### src/rtl/bcd_serial_adder_if.sv
// rtl/bcd_serial_adder_if.sv - start/busy/done operand and result bundle for bcd_serial_adder
interface bcd_serial_adder_if #(
  parameter int DIGITS = 4
);
  logic                start;
  logic                sub;
  logic [4*DIGITS-1:0] a;
  logic [4*DIGITS-1:0] b;
  logic                busy;
  logic                done;
  logic [4*DIGITS-1:0] sum;
  logic                carry_out;
  logic                invalid;

  modport master (
    output start, sub, a, b,
    input  busy, done, sum, carry_out, invalid
  );

  modport slave (
    input  start, sub, a, b,
    output busy, done, sum, carry_out, invalid
  );
endinterface

### src/rtl/bcd_serial_adder.sv
// rtl/bcd_serial_adder.sv - digit-serial BCD add/subtract, LSD first, one digit per clock
module bcd_serial_adder #(
  parameter int DIGITS = 4
) (
  input  logic              clk,
  input  logic              rst_n,
  bcd_serial_adder_if.slave bus
);
  localparam int IW = (DIGITS > 1) ? $clog2(DIGITS) : 1;

  typedef enum logic [1:0] {IDLE, CALC, DONE} state_t;

  state_t              state;
  logic [4*DIGITS-1:0] a_q;
  logic [4*DIGITS-1:0] b_q;
  logic [4*DIGITS-1:0] sum_q;
  logic [IW-1:0]       idx;
  logic                sub_q;
  logic                carry;
  logic                carry_out_q;
  logic                invalid_q;
  logic                busy_q;
  logic                done_q;

  logic                any_bad;
  logic [3:0]          bd;
  logic [4:0]          t;
  logic [3:0]          s_d;
  logic                c_d;

  always_comb begin
    any_bad = 1'b0;
    for (int i = 0; i < DIGITS; i++) begin
      if (bus.a[4*i +: 4] > 4'd9 || bus.b[4*i +: 4] > 4'd9) any_bad = 1'b1;
    end
  end

  // Operands are shifted right each CALC cycle, so the active digit is always nibble 0.
  always_comb begin
    bd  = sub_q ? (4'd9 - b_q[3:0]) : b_q[3:0];
    t   = {1'b0, a_q[3:0]} + {1'b0, bd} + {4'd0, carry};
    s_d = t[3:0];
    c_d = 1'b0;
    if (t > 5'd9) begin
      s_d = t[3:0] + 4'd6;
      c_d = 1'b1;
    end
  end

  always_ff @(posedge clk or negedge rst_n) begin
    if (!rst_n) begin
      state       <= IDLE;
      a_q         <= '0;
      b_q         <= '0;
      sum_q       <= '0;
      idx         <= '0;
      sub_q       <= 1'b0;
      carry       <= 1'b0;
      carry_out_q <= 1'b0;
      invalid_q   <= 1'b0;
      busy_q      <= 1'b0;
      done_q      <= 1'b0;
    end else begin
      case (state)
        IDLE, DONE: begin
          state  <= IDLE;
          busy_q <= 1'b0;
          done_q <= 1'b0;
          if (bus.start) begin
            sub_q <= bus.sub;
            if (any_bad) begin
              invalid_q   <= 1'b1;
              sum_q       <= '0;
              carry_out_q <= 1'b0;
              done_q      <= 1'b1;
              state       <= DONE;
            end else begin
              invalid_q <= 1'b0;
              a_q       <= bus.a;
              b_q       <= bus.b;
              idx       <= '0;
              carry     <= bus.sub;
              busy_q    <= 1'b1;
              state     <= CALC;
            end
          end
        end
        CALC: begin
          sum_q[4*idx +: 4] <= s_d;
          carry             <= c_d;
          a_q               <= a_q >> 4;
          b_q               <= b_q >> 4;
          if (idx == IW'(DIGITS - 1)) begin
            carry_out_q <= c_d;
            busy_q      <= 1'b0;
            done_q      <= 1'b1;
            state       <= DONE;
          end else begin
            idx <= idx + 1'b1;
          end
        end
        default: begin
          state  <= IDLE;
          busy_q <= 1'b0;
          done_q <= 1'b0;
        end
      endcase
    end
  end

  assign bus.busy      = busy_q;
  assign bus.done      = done_q;
  assign bus.sum       = sum_q;
  assign bus.carry_out = carry_out_q;
  assign bus.invalid   = invalid_q;
endmodule

### src/flat_wrapper.sv
// flat-port wrapper written by rule: the top's interface ports become plain ports
module bcd_serial_adder_flat 
#(
  parameter int DIGITS = 4
)
  (clk, rst_n, bus_start, bus_sub, bus_a, bus_b, bus_busy, bus_done, bus_sum, bus_carry_out, bus_invalid);
  bcd_serial_adder_if #(.DIGITS(DIGITS)) bus_i ();
  input  logic clk;
  input  logic rst_n;
  input wire logic [$bits(bus_i.start)-1:0] bus_start;
  input wire logic [$bits(bus_i.sub)-1:0] bus_sub;
  input wire logic [$bits(bus_i.a)-1:0] bus_a;
  input wire logic [$bits(bus_i.b)-1:0] bus_b;
  output wire logic [$bits(bus_i.busy)-1:0] bus_busy;
  output wire logic [$bits(bus_i.done)-1:0] bus_done;
  output wire logic [$bits(bus_i.sum)-1:0] bus_sum;
  output wire logic [$bits(bus_i.carry_out)-1:0] bus_carry_out;
  output wire logic [$bits(bus_i.invalid)-1:0] bus_invalid;
  assign bus_i.start = bus_start;
  assign bus_i.sub = bus_sub;
  assign bus_i.a = bus_a;
  assign bus_i.b = bus_b;
  assign bus_busy = bus_i.busy;
  assign bus_done = bus_i.done;
  assign bus_sum = bus_i.sum;
  assign bus_carry_out = bus_i.carry_out;
  assign bus_invalid = bus_i.invalid;
  bcd_serial_adder #(.DIGITS(DIGITS)) u_core (.clk(clk), .rst_n(rst_n), .bus(bus_i));
endmodule
### config.mk
export PLATFORM = sky130hd
export DESIGN_NAME = bcd_serial_adder_flat
export DESIGN_NICKNAME = d
export VERILOG_FILES = /design/src/rtl/bcd_serial_adder_if.sv /design/src/rtl/bcd_serial_adder.sv /design/src/flat_wrapper.sv
export SDC_FILE = /design/constraint.sdc
export NUM_CORES = 1
export LEC_CHECK = 0
export CAP_MARGIN = 20
export CORE_MARGIN = 1
export CORE_UTILIZATION = 45
export DETAILED_ROUTE_END_ITERATION = 6
export GPL_TIMING_DRIVEN = 0
export PLACE_DENSITY = 0.77
export SYNTH_ARGS = -nofsm -noshare
export SYNTH_HDL_FRONTEND = slang
export SYNTH_SLANG_ARGS = --single-unit
### constraint.sdc
create_clock -name clk -period 3.9 [get_ports clk]
set_input_delay 0.78 -clock clk [delete_from_list [all_inputs] [get_ports clk]]
set_output_delay 0.78 -clock clk [all_outputs]
set_load 0.01 [all_outputs]
* After elaboration in Yosys (flattened, before gate mapping)
Cells that the tools add are included.
Storage, ports and cells: bits in writable memories 0, bits in read-only memories 0, bits in latches 0, output and inout port bits 20, bits in registers 58, logic and storage cells 88, memories kept 0, input bits 36
Cells by class: div/mod/pow operators 0, bitwise gates (word level) 0, shift operators 2, order comparisons 9, add/subtract/negate cells 6, muxes and demuxes 40, equal/unequal tests 8, $mul 0, reduce and logical (&&, ||, !) cells 12
Operators by type and width (number):
- $mux W16 | 6
- $pmux W16 S2 | 3
- $neg A4 Y34 | 1
- $shift A4 B34 Y16 const A | 1
- $shiftx A4 B34 Y16 | 1
- $gt A4 B4 Y1 const B | 8
- $bwmux W16 | 1
- $mux W1 | 16
- $mux W2 | 6
- $mux W4 | 2
- $pmux W1 S2 | 4
- $pmux W2 S2 | 2
- $reduce_and A4 Y1 | 2
- $ne A2 B2 Y1 const B | 3
- $reduce_and A3 Y1 | 2
- $add A4 B4 Y5 | 1
- $add A5 B1 Y5 | 1
- $gt A5 B4 Y1 const B | 1
- $add A4 B3 Y4 const B | 1
- $eq A2 B2 Y1 const B | 2
- $logic_or A1 B1 Y1 | 4
- $ne A2 B1 Y1 const B | 2
- $sub A4 B4 Y4 const A | 1
- $add A2 B1 Y2 const B | 1
- other kinds (5) | 5

* Depth between registers and ports, before layout
Gate-level depths: netlist (run 1).
word-level depth 9, gate-level depth with buffers 13

* Least setup slack after synthesis (run 1)
Ideal clock, no wire load.
path kind register to register, start point register u_core.sub_q, end point register u_core.sum_q[5], in the netlist u_core.bus.sum[5], period minus slack after synthesis 2.781 ns, arrival 2.694 ns, cell stages (with the launch flop) 12, library setup time 0.087 ns, path slack 1.119 ns, required time 3.813 ns, path through dfrtp_1 > xnor2_1 > fa_1 > inv_1 > fa_1 > inv_1 > ha_1 > nand2_1 > and4_1 > a21oi_1 > mux2_2 > o211ai_1
Between the ends: word-level cells in the longest chain between the ends 8, elaborated cells on any way between the ends 9, those cells by class 3 x add/sub; 1 x order compare; 1 x shift; 4 x mux
RTL lines:
- start, declared | RTL line bcd_serial_adder.sv:18 | logic sub_q;
- start signal, assigned | RTL line bcd_serial_adder.sv:70 | sub_q <= bus.sub;
- $mux W4 * | RTL line bcd_serial_adder.sv:40 | bd = sub_q ? (4'd9 - b_q[3:0]) : b_q[3:0];
- $add A4 B4 Y5 * | RTL line bcd_serial_adder.sv:41 | t = {1'b0, a_q[3:0]} + {1'b0, bd} + {4'd0, carry};
- $add A5 B1 Y5 * | RTL line bcd_serial_adder.sv:41
- $add A4 B3 Y4 / $gt A5 B4 Y1 (equally long branches) | RTL line bcd_serial_adder.sv:45, bcd_serial_adder.sv:44
- $mux W4 * | RTL line bcd_serial_adder.sv:44 | if (t > 5'd9) begin
- $shiftx A4 B34 Y16 * | RTL line bcd_serial_adder.sv:89 | sum_q[4*idx +: 4] <= s_d;
- $bwmux W16 * | RTL line bcd_serial_adder.sv:89
- $pmux W16 S2 * | RTL line bcd_serial_adder.sv:64 | case (state)
- end signal, assigned | RTL line bcd_serial_adder.sv:55 | sum_q <= '0;
- end signal, assigned | RTL line bcd_serial_adder.sv:73 | sum_q <= '0;
- end signal, assigned by index | RTL line bcd_serial_adder.sv:89
- end, declared | RTL line bcd_serial_adder.sv:16 | logic [4*DIGITS-1:0] sum_q;
Every way passes the cells marked *; elsewhere a longest branch is shown, timed or not. A chain may end at the register's enable or synchronous reset.

* Worst setup path in the final report (run 1)
start point register u_core.sub_q, end point register u_core.carry
Between the ends: word-level cells in the longest chain between the ends 6
RTL lines:
- $mux W4 | RTL line bcd_serial_adder.sv:40
- $add A4 B4 Y5 | RTL line bcd_serial_adder.sv:41
- $add A5 B1 Y5 | RTL line bcd_serial_adder.sv:41
- $gt A5 B4 Y1 | RTL line bcd_serial_adder.sv:44
- $mux W1 | RTL line bcd_serial_adder.sv:44
- $pmux W1 S2 | RTL line bcd_serial_adder.sv:64
- end signal, assigned | RTL line bcd_serial_adder.sv:82 | carry <= bus.sub;
- end, declared | RTL line bcd_serial_adder.sv:19 | logic carry;
No other way between the ends.

==> out/qor.txt, run 1 <==
Outcome: finished, final reports clean
Worst Path Required: 4.11 ns
Die height: 80.9 µm
Worst setup SP type: register
P_leak: 1.63 nW
Worst slew margin: 0.643
Mapped Nets: 339
Row count: 28
Clock Latency Late Sink: 0.33 ns
Ys async rst share: 1.00
R2R Setup Slk: 0.83 ns
Arr. time, crit path: 3.28 ns
Avg Vias per Cell: 5.51
Num CTS Buffers: 9
Synth Area in Simple Gates: 0.138
Hold Violations, Final: 0
Worst r2r src: u_core.sub_q
Syn Area/Cell: 9.60 µm²
DR DRC count: 0
Sink Count: 57
Mapped cell area: 2800 µm²
Hold-fix buffers, CTS: 0
RSZ-0062 raised after global routing: no
Minimum clock period: 3.07 ns
Final Slew Violations: 0
First-pass GRT wire length: 10900 µm
CP endpoint kind: register
Core area: 5960 µm²
Vias in the first global route: 2383
Die area: 6550 µm²
Crit Path Max Fanout: 7
Ys flop type: dfrtp_1
WL final: 6490 µm
# diodes: 0
Gr ovfl total: 0
Worst-Margin Slew: 0.535 ns
Mapped Cells: 292
Drt initial violations: 95
Hold crit path type: in2async
VDD IR-drop max: 0.355 mV
CTS tree: built
Number of synthesis warnings: 0
H-tree depth: 3
Die W: 80.9 µm
Post-Route Skew: 0.00472 ns
GRT Total Usage: 0.222
Maximum clock path buffer count: 2
ANT nets after route: 0
Largest net degree at the start of global routing: 37
R2r endpoint: u_core.carry
Clock transition at the registers of the reported paths: 0.07 ns
Leading area contributor after synthesis: dfrtp_1
Post-synthesis mux area share: 0.0156
Dpl hpwl: 4850 µm
Initial core utilization: 0.471
CTS root buf: clkbuf_8
Initial DRT Pass Iterations: 4
Synth Area in Compound Gates: 0.206
Fill count: 545
XOR/XNOR share of the synthesized area: 0.0125
Post-layout net count: 406
Layout area overhead: 29.7%
F_max: 326 MHz
Adder-cell share of the synthesized area: 0.0545
Top post-synthesis cells by area: dfrtp_1 51%, o21ai_0 5.5%, o22ai_1 5.4%
Antenna violations before repair: 0
Top cell type's share of synthesized area: 0.509
Largest family of logic cells by synthesized area: compound AO/OA/AOI/OAI gates
Worst-case reg-to-reg path depth: 11
Share of cells above drive strength 1: 0.102
Worst setup path class: reg2reg
Number of synthesized flops with an enable pin: 0
Synth Register Bits: 57
Dpl ws: 0.860 ns
Power density over the cells: 652 nW/µm²
Commonest cells after routing, fill and taps aside: 57 x dfrtp_1, 54 x clkdlybuf4s50_1, 31 x inv_1, 31 x o21ai_0, 29 x nand2_1
Post-Route Setup TNS: 0 ns
IO Count: 56
Routed via count: 2421
Max-Cap Viols: 0
GPL Wtd Cong: 0.826
# setup viols final: 0
Post-CTS resize count: 0
Worst setup margin: 0.829 ns
Commonest non-fill, non-tap cell in the layout: dfrtp_1
DR WL/cell: 14.8 µm
Sequential cell area fraction in the yosys report: 0.509
Port Buf Inserts: 55
Setup bufs post-CTS: 0
Final Cycle Share: 0.787
Synth unique cells: 41
## worst max-delay path by stage
stage | startpoint | endpoint | slack (ns)
after detailed placement | u_core.sub_q | u_core.carry | 0.86
after CTS | u_core.sub_q | u_core.carry | 0.84
final | u_core.sub_q | u_core.carry | 0.83
after global placement | rst_n | u_core.b_q[8] | 0.34
after global routing | u_core.sub_q | u_core.bus.sum[1] | 0.57
after floorplan | u_core.sub_q | u_core.bus.sum[5] | 1.12
## where the power goes
group          switching (mW)  internal (mW)  total [mW]
sequential              0.102          0.750       0.851
combinational           0.616          0.419        1.04
clock                   0.237          0.245       0.482
total                   0.955           1.41        2.37
## critical path, cell delays in order, from the launching register on
cell     delay (ns)
dfrtp_1        0.43
xnor2_1        0.16
fa_1           0.39
inv_1          0.09
fa_1           0.49
inv_1          0.11
ha_1           0.22
nand2_1        0.07
and4_1         0.17
a21oi_1        0.23
o21ai_0        0.21
a221o_2        0.37
## registers in the layout (all words and copies together), names as in the netlist, 2 cells and up
name	count
u_core.a_q	16
u_core.b_q	16
u_core.bus.sum	16
u_core.idx	2
u_core.state	2
## per-stage QoR
| stage | cells | hold WS [ns] | total power, mW | utilization | instance area [µm²] |
|---|---|---|---|---|---|
| 3_3_place_gp | 422 | 0.480 | 1.84 | 0.579 | 3450 |
| 4_1_cts | 439 | 0.429 | 2.38 | 0.610 | 3630 |
| 3_5_place_dp | 423 | 0.481 | 1.88 | 0.581 | 3460 |
| 2_1_floorplan | 292 | 0.483 | 1.60 | - | 2800 |
| 5_1_grt | 439 | 0.456 | 2.55 | 0.610 | 3630 |
| 6_report | 439 | 0.427 | 2.37 | 0.610 | 3630 |
## kinds of logic (layout without fill, tap and decap cells)
family          count (synthesis)  count (layout)
compound gates                 98              98
xor+xnor                        4               4
fa+ha+maj                      11              11
buf+inv                        44             116
flops                          57              57
mux                             4               4
simple gates                   74              74
## Yosys cell counts, drive strengths merged (2+ instances only)
cell / count
a21o: 2
a21oi: 29
and2: 2
and4: 3
buf: 7
clkbuf: 6
dfrtp: 57
fa: 2
ha: 9
inv: 31
mux2: 3
nand2: 30
nand2b: 2
nand3: 17
nand4: 2
nor2: 6
nor3: 2
o211ai: 5
o21ai: 31
o22ai: 24
o2bb2ai: 2
or3: 5
xnor2: 3
## final cells by class
type / count / area [µm²] / area share
buffer: 13 / 63.8 / 0.0176
clock buffer: 11 / 141 / 0.0389
clock inverter: 5 / 31.3 / 0.00861
inverter: 31 / 116 / 0.0320
multi-input combinational: 191 / 1200 / 0.329
sequential: 57 / 1430 / 0.392
tap: 75 / 93.8 / 0.0258
timing repair buffer: 56 / 566 / 0.156
## per-layer routing
metal	track usage	wire length, µm	up-vias
met4	0.102	78	0
met1	0.273	2880	1172
met5	0	0	-
li1	-	-	1167
met2	0.380	3280	75
met3	0.0382	252	7
Note: power is estimated with default switching activity, not from simulation.
==> inputs of run 2 (changes only) <==
- PLACE_DENSITY: 0.77 -> 0.8
- clock period: 3.9 -> 2.6 ns (I/O delays scaled with it)
==> run 2 against run 1 <==
The run now ends with negative setup slack left. Highest routed layer unchanged. Maximum frequency grew 11%. Register-to-register slack lost 1.0 ns. Largest power group unchanged. Count of clock-buffer cells in the layout grew 1. Clock power grew 58%. Design area grew 4.2%. Global-route usage grew 1.6 points. Combinational power grew 110%. Total power grew 77%. Sequential power grew 50%.
==> out/qor.txt, run 2 (synthesized netlist as in run 1, its figures left out) <==
Worst slew margin: 0.651
ANT nets after route: 0
Arr. time, crit path: 3.03 ns
VDD IR-drop max: 0.612 mV
# diodes: 0
DR DRC count: 0
# setup viols final: 9
Dpl hpwl: 4910 µm
Power density over the cells: 1110 nW/µm²
Row count: 28
P_leak: 1.70 nW
Initial core utilization: 0.471
F_max: 361 MHz
Worst-Margin Slew: 0.523 ns
Largest net degree at the start of global routing: 37
CTS tree: built
Final Cycle Share: 1.07
Minimum clock period: 2.77 ns
Layout area overhead: 35.1%
Routed via count: 2465
Tot Pwr: 4.19 mW
Hold Violations, Final: 0
IO Count: 56
Max-Cap Viols: 0
H-tree depth: 3
Antenna violations before repair: 0
Die area: 6550 µm²
CTS root buf: clkbuf_8
Commonest cells after routing, fill and taps aside: 57 x dfrtp_1, 54 x clkdlybuf4s50_1, 28 x inv_1, 28 x nand2_1, 28 x o21ai_0
Clock transition at the registers of the reported paths: 0.06 ns
GPL Wtd Cong: 0.810
Clock Latency Late Sink: 0.34 ns
Port Buf Inserts: 55
Failing checks: negative setup slack
Die height: 80.9 µm
Num CTS Buffers: 9
Hold crit path type: in2async
Commonest non-fill, non-tap cell in the layout: dfrtp_1
First-pass GRT wire length: 11600 µm
Worst setup path class: reg2reg
Outcome: finished with violations
Avg Vias per Cell: 5.50
Post-Route Skew: 0.00502 ns
Crit Path Max Fanout: 4
Maximum clock path buffer count: 2
Initial DRT Pass Iterations: 4
RSZ-0062 raised after global routing: yes
Dpl ws: -0.222 ns
CP endpoint kind: register
Share of cells above drive strength 1: 0.164
Vias in the first global route: 2471
Post-Route Utilization: 0.636
Core area: 5960 µm²
Worst setup SP type: register
Worst setup margin: -0.170 ns
DR WL/cell: 15.3 µm
Die W: 80.9 µm
DP Cell Count: 423
Final Slew Violations: 0
WL final: 6860 µm
Drt initial violations: 118
Gr ovfl total: 0
Layout Cells excl Fill: 448
Sink Count: 57
GRT Total Usage: 0.239
Post-layout net count: 416
Worst Path Required: 2.86 ns
[run 2: cell types whose count changed in the layout (fill, tap and decap cells not counted), sizes merged]
cell / previous run / this run
buf: 9 / 19
clkbuf: 17 / 18
clkinv: 4 / 3
clkinvlp: 1 / 0
[run 2: through the flow]
stage / hold WS (ns) / setup TNS, ns / instance area [µm²]
floorplan: 0.224 / 0 / 2840
global placement: 0.478 / -39.73 / 3480
detailed placement: 0.486 / -1.71 / 3490
CTS: 0.161 / -0.327 / 3740
global route: 0.191 / -2.39 / 3790
finish: 0.152 / -0.965 / 3790
[run 2: worst paths after layout]
kind / start / end / slack [ns] / depth (start not counted)
min in group clk: u_core.bus.busy / u_core.bus.busy / 0.50 / 2
worst max register to register: u_core.b_q[0] / u_core.bus.sum[6] / -0.17 / 11
worst min-delay path: rst_n / u_core.state[0] / 0.15 / 1
worst min register to register: u_core.bus.busy / u_core.bus.busy / 0.50 / 2
worst max-delay path: u_core.b_q[0] / u_core.bus.sum[6] / -0.17 / 11
max in group asynchronous: rst_n / u_core.b_q[12] / 1.87 / 2
[run 2: layer usage]
metal	GRT usage	vias to the layer above	wire length (µm)
li1	-	1185	-
met1	0.287	1192	2910
met2	0.401	73	3490
met3	0.0506	15	336
met4	0.127	0	119
met5	0	-	0
[run 2: repair_timing]
action,CTS,global route
resized for setup,4,6
endpoints found under the setup margin,10,14
endpoints found under the hold margin,0,0
buffers inserted,7,3
pin swaps,6,6
gates cloned,0,0
hold buffers,0,0
[run 2: final cells by class]
cell class	instances	area, µm²
Buffer	13	63.8
Clock buffer	12	165
Clock inverter	3	15.0
Fill cell	524	2170
Inverter	31	116
Multi-Input combinational cell	191	1270
Sequential cell	57	1430
Tap cell	75	93.8
Timing Repair Buffer	66	641
[run 2: worst max-delay path, cell delays in order (launching register included)]
cell and delay (ns):
dfrtp_1 0.41, xnor2_2 0.20, fa_2 0.24, inv_2 0.05
fa_2 0.37, xor2_2 0.19, inv_2 0.08, ha_4 0.17
a21oi_1 0.23, a21oi_4 0.11, o311a_1 0.44, o21ai_0 0.19
[run 2: report_power, final]
group	switching [mW]	internal, mW
clock	0.350	0.413
combinational	1.17	0.978
sequential	0.157	1.12
total	1.67	2.52
